`src/rtl/result_pkg.sv`:
```
// Shared sizes and FSM state type for the result collector.
package result_pkg;
    localparam int DATA_W = 64;
    localparam int CHUNKS = 8;
    localparam int ADDR_W = 3;
    localparam int CNT_W  = 4;

    typedef enum logic [1:0] {
        IDLE    = 2'd0,
        COLLECT = 2'd1,
        DONE    = 2'd2
    } collector_state_t;
endpackage

```
`src/rtl/result_collector_if.sv`:
```
// Bus between the output datapath / consumer and the result collector.
// Optional checksum signal is present only when RESULT_CHECKSUM_EN is defined.
interface result_collector_if
    import result_pkg::*;
#(
    parameter int DATA_W = result_pkg::DATA_W,
    parameter int CHUNKS = result_pkg::CHUNKS
);
    // Handshake: a chunk transfers on a rising edge where data_valid && data_ready.
    // data_ready depends only on registered state, never on data_valid; a chunk
    // offered without data_ready stays pending and is not consumed.
    logic                       start;
    logic [DATA_W-1:0]          data_in;
    logic                       data_valid;
    logic                       data_ready;
    logic [CNT_W-1:0]           chunk_count;
    logic                       busy;
    logic                       collect_done;
    logic                       result_valid;
    logic [CHUNKS*DATA_W-1:0]   result_flat;
    logic [ADDR_W-1:0]          rd_addr;
    logic [DATA_W-1:0]          rd_data;
    collector_state_t           dbg_state;
`ifdef RESULT_CHECKSUM_EN
    logic [DATA_W-1:0]          checksum;
`endif

    modport slave (
        input  start, data_in, data_valid, rd_addr,
        output data_ready, chunk_count, busy, collect_done, result_valid,
               result_flat, rd_data, dbg_state
`ifdef RESULT_CHECKSUM_EN
        , output checksum
`endif
    );

    modport master (
        output start, data_in, data_valid, rd_addr,
        input  data_ready, chunk_count, busy, collect_done, result_valid,
               result_flat, rd_data, dbg_state
`ifdef RESULT_CHECKSUM_EN
        , input checksum
`endif
    );
endinterface

```
`src/rtl/result_regfile.sv`:
```
// CHUNKS x DATA_W chunk storage: one write port, one registered read port,
// and the whole array exposed flat (chunk k in bits [DATA_W*k +: DATA_W]).
module result_regfile
    import result_pkg::*;
#(
    parameter int DATA_W = result_pkg::DATA_W,
    parameter int CHUNKS = result_pkg::CHUNKS
) (
    input  logic                     clk,
    input  logic                     reset,
    input  logic                     we_i,
    input  logic [ADDR_W-1:0]        waddr_i,
    input  logic [DATA_W-1:0]        wdata_i,
    input  logic [ADDR_W-1:0]        raddr_i,
    output logic [DATA_W-1:0]        rd_data_o,
    output logic [CHUNKS*DATA_W-1:0] flat_o
);
    logic [DATA_W-1:0] mem_q [CHUNKS];
    logic [DATA_W-1:0] rd_data_q;

    always_ff @(posedge clk) begin
        if (reset) begin
            for (int k = 0; k < CHUNKS; k++) begin
                mem_q[k] <= '0;
            end
            rd_data_q <= '0;
        end else begin
            if (we_i) begin
                mem_q[waddr_i] <= wdata_i;
            end
            rd_data_q <= mem_q[raddr_i];
        end
    end

    always_comb begin
        flat_o = '0;
        for (int k = 0; k < CHUNKS; k++) begin
            flat_o[k*DATA_W +: DATA_W] = mem_q[k];
        end
    end

    assign rd_data_o = rd_data_q;
endmodule

```
`src/rtl/result_collector.sv`:
```
// Collects CHUNKS result chunks into storage and holds the assembled result.
// Define RESULT_CHECKSUM_EN to add an XOR checksum of the accepted chunks.
module result_collector
    import result_pkg::*;
#(
    parameter int DATA_W = result_pkg::DATA_W,
    parameter int CHUNKS = result_pkg::CHUNKS
) (
    input  logic               clk,
    input  logic               reset,
    result_collector_if.slave  bus
);
    collector_state_t  state_q, state_d;
    logic [CNT_W-1:0]  count_q, count_d;
    logic              rv_q, rv_d;
    logic              done_q, done_d;
    logic              ready;
    logic              xfer;
`ifdef RESULT_CHECKSUM_EN
    logic [DATA_W-1:0] cks_q, cks_d;
`endif

    assign ready = (state_q == COLLECT);
    assign xfer  = bus.data_valid && ready;

    always_ff @(posedge clk) begin
        if (reset) begin
            state_q <= IDLE;
            count_q <= '0;
            rv_q    <= 1'b0;
            done_q  <= 1'b0;
`ifdef RESULT_CHECKSUM_EN
            cks_q   <= '0;
`endif
        end else begin
            state_q <= state_d;
            count_q <= count_d;
            rv_q    <= rv_d;
            done_q  <= done_d;
`ifdef RESULT_CHECKSUM_EN
            cks_q   <= cks_d;
`endif
        end
    end

    always_comb begin
        state_d = state_q;
        count_d = count_q;
        rv_d    = rv_q;
        done_d  = 1'b0;
`ifdef RESULT_CHECKSUM_EN
        cks_d   = cks_q;
`endif
        unique case (state_q)
            IDLE, DONE: begin
                if (bus.start) begin
                    state_d = COLLECT;
                    count_d = '0;
                    rv_d    = 1'b0;
`ifdef RESULT_CHECKSUM_EN
                    cks_d   = '0;
`endif
                end
            end
            COLLECT: begin
                // start is deliberately not looked at here
                if (xfer) begin
                    count_d = count_q + 1'b1;
`ifdef RESULT_CHECKSUM_EN
                    cks_d   = cks_q ^ bus.data_in;
`endif
                    if (count_q == CNT_W'(CHUNKS - 1)) begin
                        state_d = DONE;
                        rv_d    = 1'b1;
                        done_d  = 1'b1;
                    end
                end
            end
            default: state_d = IDLE;
        endcase
    end

    result_regfile #(
        .DATA_W (DATA_W),
        .CHUNKS (CHUNKS)
    ) u_regfile (
        .clk       (clk),
        .reset     (reset),
        .we_i      (xfer),
        .waddr_i   (count_q[ADDR_W-1:0]),
        .wdata_i   (bus.data_in),
        .raddr_i   (bus.rd_addr),
        .rd_data_o (bus.rd_data),
        .flat_o    (bus.result_flat)
    );

    assign bus.data_ready   = ready;
    assign bus.busy         = ready;
    assign bus.chunk_count  = count_q;
    assign bus.collect_done = done_q;
    assign bus.result_valid = rv_q;
    assign bus.dbg_state    = state_q;
`ifdef RESULT_CHECKSUM_EN
    assign bus.checksum     = cks_q;
`endif
endmodule

```
`src/flat_wrapper.sv`:
```
// flat-port wrapper written by rule: the top's interface ports become plain ports
module result_collector_flat import result_pkg::*;
#(
    parameter int DATA_W = result_pkg::DATA_W,
    parameter int CHUNKS = result_pkg::CHUNKS
)
  (clk, reset, bus_start, bus_data_in, bus_data_valid, bus_rd_addr, bus_data_ready, bus_chunk_count, bus_busy, bus_collect_done, bus_result_valid, bus_result_flat, bus_rd_data, bus_dbg_state);
  result_collector_if #(.DATA_W(DATA_W), .CHUNKS(CHUNKS)) bus_i ();
  input  logic clk;
  input  logic reset;
  input wire logic [$bits(bus_i.start)-1:0] bus_start;
  input wire logic [$bits(bus_i.data_in)-1:0] bus_data_in;
  input wire logic [$bits(bus_i.data_valid)-1:0] bus_data_valid;
  input wire logic [$bits(bus_i.rd_addr)-1:0] bus_rd_addr;
  output wire logic [$bits(bus_i.data_ready)-1:0] bus_data_ready;
  output wire logic [$bits(bus_i.chunk_count)-1:0] bus_chunk_count;
  output wire logic [$bits(bus_i.busy)-1:0] bus_busy;
  output wire logic [$bits(bus_i.collect_done)-1:0] bus_collect_done;
  output wire logic [$bits(bus_i.result_valid)-1:0] bus_result_valid;
  output wire logic [$bits(bus_i.result_flat)-1:0] bus_result_flat;
  output wire logic [$bits(bus_i.rd_data)-1:0] bus_rd_data;
  output wire logic [$bits(bus_i.dbg_state)-1:0] bus_dbg_state;
  assign bus_i.start = bus_start;
  assign bus_i.data_in = bus_data_in;
  assign bus_i.data_valid = bus_data_valid;
  assign bus_i.rd_addr = bus_rd_addr;
  assign bus_data_ready = bus_i.data_ready;
  assign bus_chunk_count = bus_i.chunk_count;
  assign bus_busy = bus_i.busy;
  assign bus_collect_done = bus_i.collect_done;
  assign bus_result_valid = bus_i.result_valid;
  assign bus_result_flat = bus_i.result_flat;
  assign bus_rd_data = bus_i.rd_data;
  assign bus_dbg_state = bus_i.dbg_state;
  result_collector #(.DATA_W(DATA_W), .CHUNKS(CHUNKS)) u_core (.clk(clk), .reset(reset), .bus(bus_i));
endmodule
```
`config.mk`:
```
export PLATFORM = sky130hd
export DESIGN_NAME = result_collector_flat
export DESIGN_NICKNAME = d
export VERILOG_FILES = /design/src/rtl/result_pkg.sv /design/src/rtl/result_collector_if.sv /design/src/rtl/result_regfile.sv /design/src/rtl/result_collector.sv /design/src/flat_wrapper.sv
export SDC_FILE = /design/constraint.sdc
export NUM_CORES = 1
export LEC_CHECK = 0
export ABC_CLOCK_PERIOD_IN_PS = 3800
export BUFFER_PORTS_ARGS = -buffer_cell sky130_fd_sc_hd__buf_2
export CAP_MARGIN = 20
export CORE_AREA = 4 4 256 258
export DETAILED_ROUTE_END_ITERATION = 6
export DIE_AREA = 0 0 260 262
export SLEW_MARGIN = 25
export SYNTH_ARGS = -nofsm -noshare
export SYNTH_HDL_FRONTEND = slang
export SYNTH_HIERARCHICAL = 1
export SYNTH_SLANG_ARGS = --single-unit
```
`constraint.sdc`:
```
create_clock -name clk -period 3.8 [get_ports clk]
set_clock_uncertainty 0.15 [all_clocks]
set_input_delay 0.38 -clock clk [delete_from_list [all_inputs] [get_ports clk]]
set_output_delay 0.38 -clock clk [all_outputs]
set_load 0.005 [all_outputs]
```
==> impl_metrics.ini, run 1 <==
[status]
outcome = finished, final reports clean

[setup_path]
critPathCaptureType = flop
cp-start-kind = primary input
r2r_cells = 6
cp_max_fo = 35
ff2ff_setup_slack_ps = 1070
r2r-end = u_core/u_regfile/mem_q[0][49]
crit_path_start = bus_data_valid
regToRegStartpoint = u_core/bus.dbg_state[0]
worstPathRequired_ps = 3910
critPathArrivalTime_ps = 2870
path_class = primary input to flop

[layout]
drive_above_1_share = 0.428
layout.nets = 2277
design_area_um2 = 31600
antenna_cells = 0
syn_to_final_growth_pct = 28.1

[detailed_routing]
routed_wl_um = 85300
drtIter0Drc = 1331
vias = 16093
ant_nets = 0
dr.pass1.iters = 5
via_per_inst = 5.19
drc = 0
wl_per_cell_um = 27.5

[sta]
maxSlewHeadroom = 0.337
tns_ps = 0
period_needed_ps = 2760
hold_slack_ps = 43.9
hold_viol = 0
fmax_mhz = 362
grt_setup_unrepaired = no
min_period_over_period = 0.727
setup_violations = 0
slew_violations = 0
worst_pin_slew_ps = 995

[global_routing]
grt-ovfl-total = 0
grtUsageTotal = 0.242
grt_pass1_vias = 16827
grt_max_degree = 65
grt_first_pass_wirelength_um = 120000
antenna_found_initial = 2

[floorplan]
initial_utilization = 0.392
die_area_um2 = 68100
rows = 92
boundaryPins = 657
coreArea_um2 = 63000
die_x_um = 260
die_height_um = 262

[placed_design]
dpl_cell_area_um2 = 28900
port-buffer-count = 656
hpwlAfterDp_um = 54800
gp_routability_congestion = 0.864

[logic_synthesis]
seq_area_frac_synth = 0.681
ys_async_sr_fraction = 0
syn_avg_cell_area_um2 = 16.4
syn-num-nets = 1574
synthTopCellsByCount = edfxtp_1 (512), and2_1 (474), mux4_2 (128), dfxtp_1 (72), nor2_1 (68)
syn_area_um2 = 24700
synth-edff-count = 512
yosysMostFrequentCell = edfxtp_1
synth_top_area_share = 0.623
synth_ff_type = edfxtp_1
yosys_warnings = 6
synth_area_leaders = edfxtp_1 (62%), and2_1 (12%), mux4_2 (12%)
syn-instance-count = 1502
ys_ff_latch = 584
yosysTopAreaCell = edfxtp_1
yosys.cell_types.count = 35

[cts]
clockBufferDepth = 3
htreeDepth = 3
ctsHoldBuffers = 53
cts.repair.resized = 0
cts_tree = yes
insertion_delay_ps = 590
cts_setup_buffers = 0
clk_pin_slew_ps = 60
cts_buffers = 66
clock_sinks = 584
clockRootBuffer = clkbuf_16

[hold_path]
min-delay-path-class = primary input to flop
holdPathStages = 2
min_from = bus_data_in[63]
holdPathEnd = u_core/u_regfile/mem_q[5][63]

[pwr]
ir_drop_v = 0.000322
p_leak_nw = 13.4
power_density_nw_per_um2 = 471

[job]
drv_cap = 0
layer usage:
metal | wire length, µm | vias up | part of all wire | global-route usage
li1 | - | 6879 | - | -
met1 | 33100 | 8262 | 0.39 | 0.305
met2 | 42900 | 802 | 0.50 | 0.418
met4 | 2690 | 0 | 0.032 | 0.0839
met3 | 6570 | 150 | 0.077 | 0.0521
met5 | 0 | - | 0 | 0
how the worst max path moves through the flow:
stage / to / slack, ps / cells past startpoint
after floorplan: u_core/u_regfile/mem_q[0][0] / 1020 / 6
after global placement: u_core/u_regfile/mem_q[0][46] / 970 / 7
after detailed placement: u_core/u_regfile/mem_q[0][56] / 960 / 7
after CTS: u_core/u_regfile/mem_q[0][49] / 1020 / 8
after global routing: u_core/u_regfile/mem_q[0][49] / 900 / 8
final: u_core/u_regfile/mem_q[0][49] / 1040 / 8
cell usage in the layout, fill, tap and decap left out, drive strengths merged:
master         n
a21oi          6
and2         512
and2b          1
and3           1
buf          682
bufinv         5
clkbuf        91
clkinv        19
clkinvlp       2
dfxtp         72
dlygate4sd3   53
edfxtp       512
ha             1
inv            5
mux2i         64
mux4         128
nand2          4
nand2b         3
nand3          4
nand3b         2
nand4b         2
nor2          71
nor3           2
o21ai          1
or2            9
or3            1
or3b           3
xnor2          1
flip-flops by register name (all words and copies together) (netlist names):
signal / flops
u_core/u_regfile/mem_q: 512
u_core/bus.result_valid: 1
u_core/bus.dbg_state: 2
u_core/bus.collect_done: 1
u_core/u_regfile/rd_data_o: 64
u_core/bus.chunk_count: 4
final cells by class:
class / instances / area (µm²)
fillers: 5420 / 31300
flip-flops and latches: 584 / 16800
multi-input cells: 816 / 7390
repair buffers: 735 / 4180
clock buffers: 91 / 1850
well taps: 846 / 1060
clock inverters: 29 / 318
inverters: 2 / 7.51
critical path: stages:
cell and delay, ps:
dlygate4sd3_1 540, buf_2 130, nand3b_1 170, inv_1 170, or3b_4 470, nor3_4 150, or2_4 480, buf_12 310
stage by stage:
step / util / instances / power (mW) / setup slack, ps
2_1_floorplan: - / 1502 / 7.96 / 1020
3_5_place_dp: 0.459 / 2930 / 8.64 / 957
4_1_cts: 0.502 / 3103 / 15.1 / 1020
5_1_grt: 0.502 / 3103 / 15.4 / 901
3_3_place_gp: 0.459 / 2930 / 8.62 / 973
6_report: 0.502 / 3103 / 14.9 / 1040
cell families (layout without fill, tap and decap cells):
| group | Yosys count | in the layout | synth area share |
|---|---|---|---|
| buffers and inverters | 102 | 857 | 0.0220 |
| and+or+nand+nor | 615 | 615 | 0.152 |
| DFF | 584 | 584 | 0.681 |
| adders and majority gates | 1 | 1 | 0.000507 |
| AOI/OAI and AO/OA | 7 | 7 | 0.00142 |
| muxes | 192 | 192 | 0.143 |
| xor gates and xnor gates | 1 | 1 | 0.000355 |
where the power goes:
group | internal [mW] | switching (mW) | leakage [nW]
Sequential | 7.22 | 0.169 | 5.88
Clock | 3.78 | 2.59 | 1.06
Combinational | 0.506 | 0.634 | 6.42
Total | 11.5 | 3.39 | 13.4
Power figures use the tool's default switching activity.
==> run 2: changes to the inputs <==
--- a/config.mk
+++ b/config.mk
@@ -5,12 +5,13 @@
 export SDC_FILE = /design/constraint.sdc
 export NUM_CORES = 1
 export LEC_CHECK = 0
-export ABC_CLOCK_PERIOD_IN_PS = 3800
+export ABC_CLOCK_PERIOD_IN_PS = 2460
 export BUFFER_PORTS_ARGS = -buffer_cell sky130_fd_sc_hd__buf_2
 export CAP_MARGIN = 20
-export CORE_AREA = 4 4 256 258
+export CORE_AREA = 4 4 253 255
 export DETAILED_ROUTE_END_ITERATION = 6
-export DIE_AREA = 0 0 260 262
+export DIE_AREA = 0 0 257 259
+export PLACE_DENSITY = 0.66
 export SLEW_MARGIN = 25
 export SYNTH_ARGS = -nofsm -noshare
 export SYNTH_HDL_FRONTEND = slang
==> constraint.sdc (replaced) <==
create_clock -name clk -period 2.46 [get_ports clk]
set_clock_uncertainty 0.15 [all_clocks]
set_input_delay 0.246 -clock clk [delete_from_list [all_inputs] [get_ports clk]]
set_output_delay 0.246 -clock clk [all_outputs]
set_load 0.005 [all_outputs]
==> impl_metrics.ini, run 2 (synthesized netlist as in run 1, its figures left out) <==
[hold_path]
holdPathEnd = u_core/u_regfile/rd_data_o[61]
min_from = bus_rd_addr[2]
min-delay-path-class = primary input to flop
holdPathStages = 4

[detailed_routing]
routed_wl_um = 81400
dr.pass1.iters = 5
vias = 16228
drc = 0
ant_nets = 0
drtIter0Drc = 1395
via_per_inst = 5.17
wl_per_cell_um = 26.0

[pwr]
pwr-share-clk = 0.413
pwr-share-comb = 0.080
power_frac_seq = 0.507
p_leak_nw = 13.6
ir_drop_v = 0.000542
p_sw_frac = 0.222
power_density_nw_per_um2 = 703
intPower_mw = 17.6
p_switching_mw = 5.01

[sta]
maxSlewHeadroom = 0.532
hold_slack_ps = 87.4
hold_viol = 0
setup_violations = 0
finalWorstSetupSlack_ps = 106
grt_setup_unrepaired = no
fmax_mhz = 425
slew_violations = 0
period_needed_ps = 2350
worst_pin_slew_ps = 701
tns_ps = 0
min_period_over_period = 0.957

[cts]
cts_buffers = 60
clk_pin_slew_ps = 60
cts_setup_buffers = 0
clock_sinks = 584
cts_tree = yes
htreeDepth = 2
insertion_delay_ps = 610
clockBufferDepth = 3
clockRootBuffer = clkbuf_16

[setup_path]
r2r_cells = 6
cp-start-kind = flop
path_class = flop to flop
cp_num_buf_inv = 2
worst_path_largest_cell_delay_ps = 510
critPathCaptureType = flop
path_cells = nand3b_1, inv_2, or3b_4, nor2_4, buf_4, and2_1
regToRegStartpoint = u_core/bus.dbg_state[1]
worst_path_dominant_cell_family = simple AND/OR/NAND/NOR gates
r2r-end = u_core/u_regfile/mem_q[4][27]
cp_max_fo = 46
worstPathRequired_ps = 2770
crit_slowest_cell = buf_4
critPathArrivalTime_ps = 2660
ff2ff_setup_slack_ps = 110

[global_routing]
antenna_found_initial = 2
grt_max_degree = 65
grt-ovfl-total = 0
grt_first_pass_wirelength_um = 116000
grtUsageTotal = 0.235
grt_pass1_vias = 16834

[placed_design]
gp_routability_congestion = 0.915
pre_cts_ws_ps = 141
hpwlAfterDp_um = 56300
port-buffer-count = 656
dpl_cell_area_um2 = 29400

[layout]
largest_register_ffs = 512
design_area_um2 = 32100
syn_to_final_growth_pct = 30.0
drive_above_1_share = 0.432
layout.nets = 2318
mostFrequentLayoutCells = buf_2 (652), edfxtp_1 (512), and2_1 (474)
fin_util = 0.521
layout_commonest_cell = buf_2
regMostFlops = u_core/u_regfile/mem_q

[status]
outcome = finished, final reports clean

[job]
drv_cap = 0

[floorplan]
boundaryPins = 657
rows = 91
die_height_um = 259
die_area_um2 = 66600
initial_utilization = 0.401
die_x_um = 257
coreArea_um2 = 61600
==> run 2: repair_timing <==
action                                  in CTS  in global routing
hold buffers                                67                  0
hold endpoints to repair                   520                  0
endpoints found under the setup margin       0                  1
gates resized for setup                      0                  1
==> run 2: per-layer routing <==
layer  wire, µm  GRT usage
met2      41800      0.418
met5          0          0
met4       2920     0.0846
met1      30700      0.285
met3       5950     0.0483
==> run 2: worst max path at each step <==
stage                            start                             to  cells after the start
2_1_floorplan  u_core/bus.dbg_state[1]   u_core/u_regfile/mem_q[0][0]                      6
3_3_place_gp   u_core/bus.dbg_state[1]  u_core/u_regfile/mem_q[1][54]                      6
3_5_place_dp   u_core/bus.dbg_state[0]  u_core/u_regfile/mem_q[1][54]                      6
4_1_cts        u_core/bus.dbg_state[1]  u_core/u_regfile/mem_q[1][51]                      6
5_1_grt        u_core/bus.dbg_state[0]  u_core/u_regfile/mem_q[1][51]                      6
6_report       u_core/bus.dbg_state[1]  u_core/u_regfile/mem_q[4][27]                      6
==> run 2: power by group through the flow <==
stage	clock network (mW)	registers (mW)	logic [mW]
floorplan	0	11.6	0.732
global route	9.93	11.5	1.93
finish	9.32	11.4	1.81
detailed placement	0	11.6	1.74
CTS	9.47	11.4	1.83
global placement	0	11.6	1.72
==> run 2: worst reg2reg max path: cells and delay by family (launching register included) <==
family	cells	cell delay, ps
AND/OR/NAND/NOR	4	1100
buffers and inverters	2	620
flip-flops	1	340
==> run 2: area by class of cell <==
class	count	area, µm²
diodes	3	7.51
clock buffers	89	1670
clock inverters	25	350
fillers	5104	29500
inverters	2	7.51
multi-input cells	816	7390
flip-flops and latches	584	16800
well taps	837	1050
repair buffers	782	4810
==> run 2: through the flow <==
stage                     total power [mW]  std cells
final                                 22.6       3138
after floorplan                       12.3       1502
after CTS                             22.7       3135
after global placement                13.4       2954
after global routing                  23.3       3137
after detailed placement              13.4       2954
==> run 3: changes to the inputs <==
--- a/config.mk
+++ b/config.mk
@@ -8,10 +8,9 @@
 export ABC_CLOCK_PERIOD_IN_PS = 2460
 export BUFFER_PORTS_ARGS = -buffer_cell sky130_fd_sc_hd__buf_2
 export CAP_MARGIN = 20
-export CORE_AREA = 4 4 253 255
+export CORE_AREA = 2 2 259 261
 export DETAILED_ROUTE_END_ITERATION = 6
-export DIE_AREA = 0 0 257 259
-export PLACE_DENSITY = 0.66
+export DIE_AREA = 0 0 261 263
 export SLEW_MARGIN = 25
 export SYNTH_ARGS = -nofsm -noshare
 export SYNTH_HDL_FRONTEND = slang
==> impl_metrics.ini, run 3 (synthesized netlist as in run 1, its figures left out) <==
[setup_path]
worst_path_largest_cell_delay_ps = 570
cp_num_buf_inv = 2
worstPathRequired_ps = 2860
worst_path_dominant_cell_family = buffers and inverters
path_cells = buf_4, ha_1, nand4b_1, or3b_1, a21oi_1, dlygate4sd3_1
cp-start-kind = flop
path_class = flop to flop
critPathArrivalTime_ps = 2750
critPathCaptureType = flop
crit_slowest_cell = dlygate4sd3_1
cp_max_fo = 6

[detailed_routing]
met1_length_um = 31900
dr.pass1.iters = 5
wl_met2_um = 41200
wl_per_cell_um = 25.7
drc = 0
dr_wl_met3_um = 5880
drtIter0Drc = 1268
top_layer = met4
vias = 16189
via_per_inst = 5.11
routed_wl_um = 81300
ant_nets = 0

[layout]
layout_commonest_cell = buf_2
drive_above_1_share = 0.434
layout.nets = 2321
stdcell_count = 3166
syn_to_final_growth_pct = 30.3
nFillCells = 5740
mostFrequentLayoutCells = buf_2 (652), edfxtp_1 (512), and2_1 (474)
regMostFlops = u_core/u_regfile/mem_q
largest_register_ffs = 512
antenna_cells = 0

[pwr]
ir_drop_v = 0.000596
power_density_nw_per_um2 = 708
pwr-share-clk = 0.418
p_leak_nw = 13.6
power_frac_seq = 0.502
pwr-share-comb = 0.079
p_sw_frac = 0.224
intPower_mw = 17.7
p_switching_mw = 5.10

[floorplan]
rows = 94
initial_utilization = 0.376
coreArea_um2 = 65600
die_x_um = 261
die_height_um = 263
boundaryPins = 657
die_area_um2 = 68600

[sta]
fmax_mhz = 426
slew_violations = 0
tns_ps = 0
setup_violations = 0
min_period_over_period = 0.954
maxSlewHeadroom = 0.559
period_needed_ps = 2350
hold_viol = 0
worst_pin_slew_ps = 661
grt_setup_unrepaired = no

[status]
outcome = finished, final reports clean

[hold_path]
min-delay-path-class = primary input to flop

[cts]
clock_sinks = 584
cts_buffers = 61
clk_pin_slew_ps = 60
cts_tree = yes
clockRootBuffer = clkbuf_16
insertion_delay_ps = 610
htreeDepth = 2
clockBufferDepth = 3

[global_routing]
grt-ovfl-total = 0
grt_max_degree = 72
antenna_found_initial = 1
grt_pass1_vias = 16809
grtUsageTotal = 0.230
grt_first_pass_wirelength_um = 116000

[placed_design]
place_inst = 2981
gp_routability_congestion = 0.868
hpwlAfterDp_um = 57000
port-buffer-count = 656

[job]
drv_cap = 0
run 3: cell count changes in the layout (fill, tap and decap cells not counted), moves of 4 or more:
cell      previous run  this run
clkbuf_1            24        20
clkbuf_8             4         8
buf_4               30        34
buf_12              31        26
run 3: path summary, 6_finish.rpt:
kind | slack [ps] | end | cells past startpoint | start
worst max-delay path | 110 | u_core/bus.dbg_state[1] | 6 | u_core/bus.chunk_count[0]
worst min-delay path | 70 | u_core/u_regfile/rd_data_o[50] | 4 | bus_rd_addr[0]
worst max register to register | 110 | u_core/bus.dbg_state[1] | 6 | u_core/bus.chunk_count[0]
worst min register to register | 330 | u_core/bus.result_valid | 2 | u_core/bus.result_valid
run 3: final cells by class:
cell class | instances | area [µm²] | share of cell area
clock buffers | 91 | 1760 | 0.0548
clock inverters | 25 | 312 | 0.00968
inverters | 2 | 7.51 | 0.000233
multi-input cells | 816 | 7390 | 0.230
flip-flops and latches | 584 | 16800 | 0.523
well taps | 864 | 1080 | 0.0336
repair buffers | 784 | 4800 | 0.149
run 3: timing repair:
item                                    4_1_cts  5_1_grt
endpoints found under the hold margin       519        0
endpoints found under the setup margin        0       64
gates resized for setup                       0        3
hold buffers                                 67        0
buffers inserted                              0        1
run 3: power groups by stage:
stage | Combinational, mW | Clock [mW] | Sequential [mW]
after detailed placement | 1.73 | 0 | 11.7
after global placement | 1.71 | 0 | 11.6
after CTS | 1.82 | 9.69 | 11.4
after floorplan | 0.732 | 0 | 11.6
final | 1.81 | 9.54 | 11.4
after global routing | 1.94 | 10.1 | 11.5
run 3: routing by layer:
| metal | track usage | up-vias |
|---|---|---|
| li1 | - | 6969 |
| met1 | 0.288 | 8325 |
| met2 | 0.399 | 764 |
| met3 | 0.0478 | 131 |
| met4 | 0.0717 | 0 |
| met5 | 0 | - |
run 3: per-stage QoR:
step	hold WS, ps	util	total power, mW	instance area [µm²]	setup WS (ps)
6_report	68.7	0.490	22.8	32200	113
5_1_grt	57.7	0.490	23.5	32200	30.8
4_1_cts	42.9	0.490	23.0	32100	103
3_5_place_dp	324	0.448	13.4	29400	128
3_3_place_gp	299	0.448	13.4	29400	108
2_1_floorplan	165	-	12.3	24700	8.90
run 3: tightest hold or removal path: cells and delay by family:
kind | cells | cell delay, ps
buf+inv | 2 | 310
mux | 1 | 150
simple gates | 1 | 70
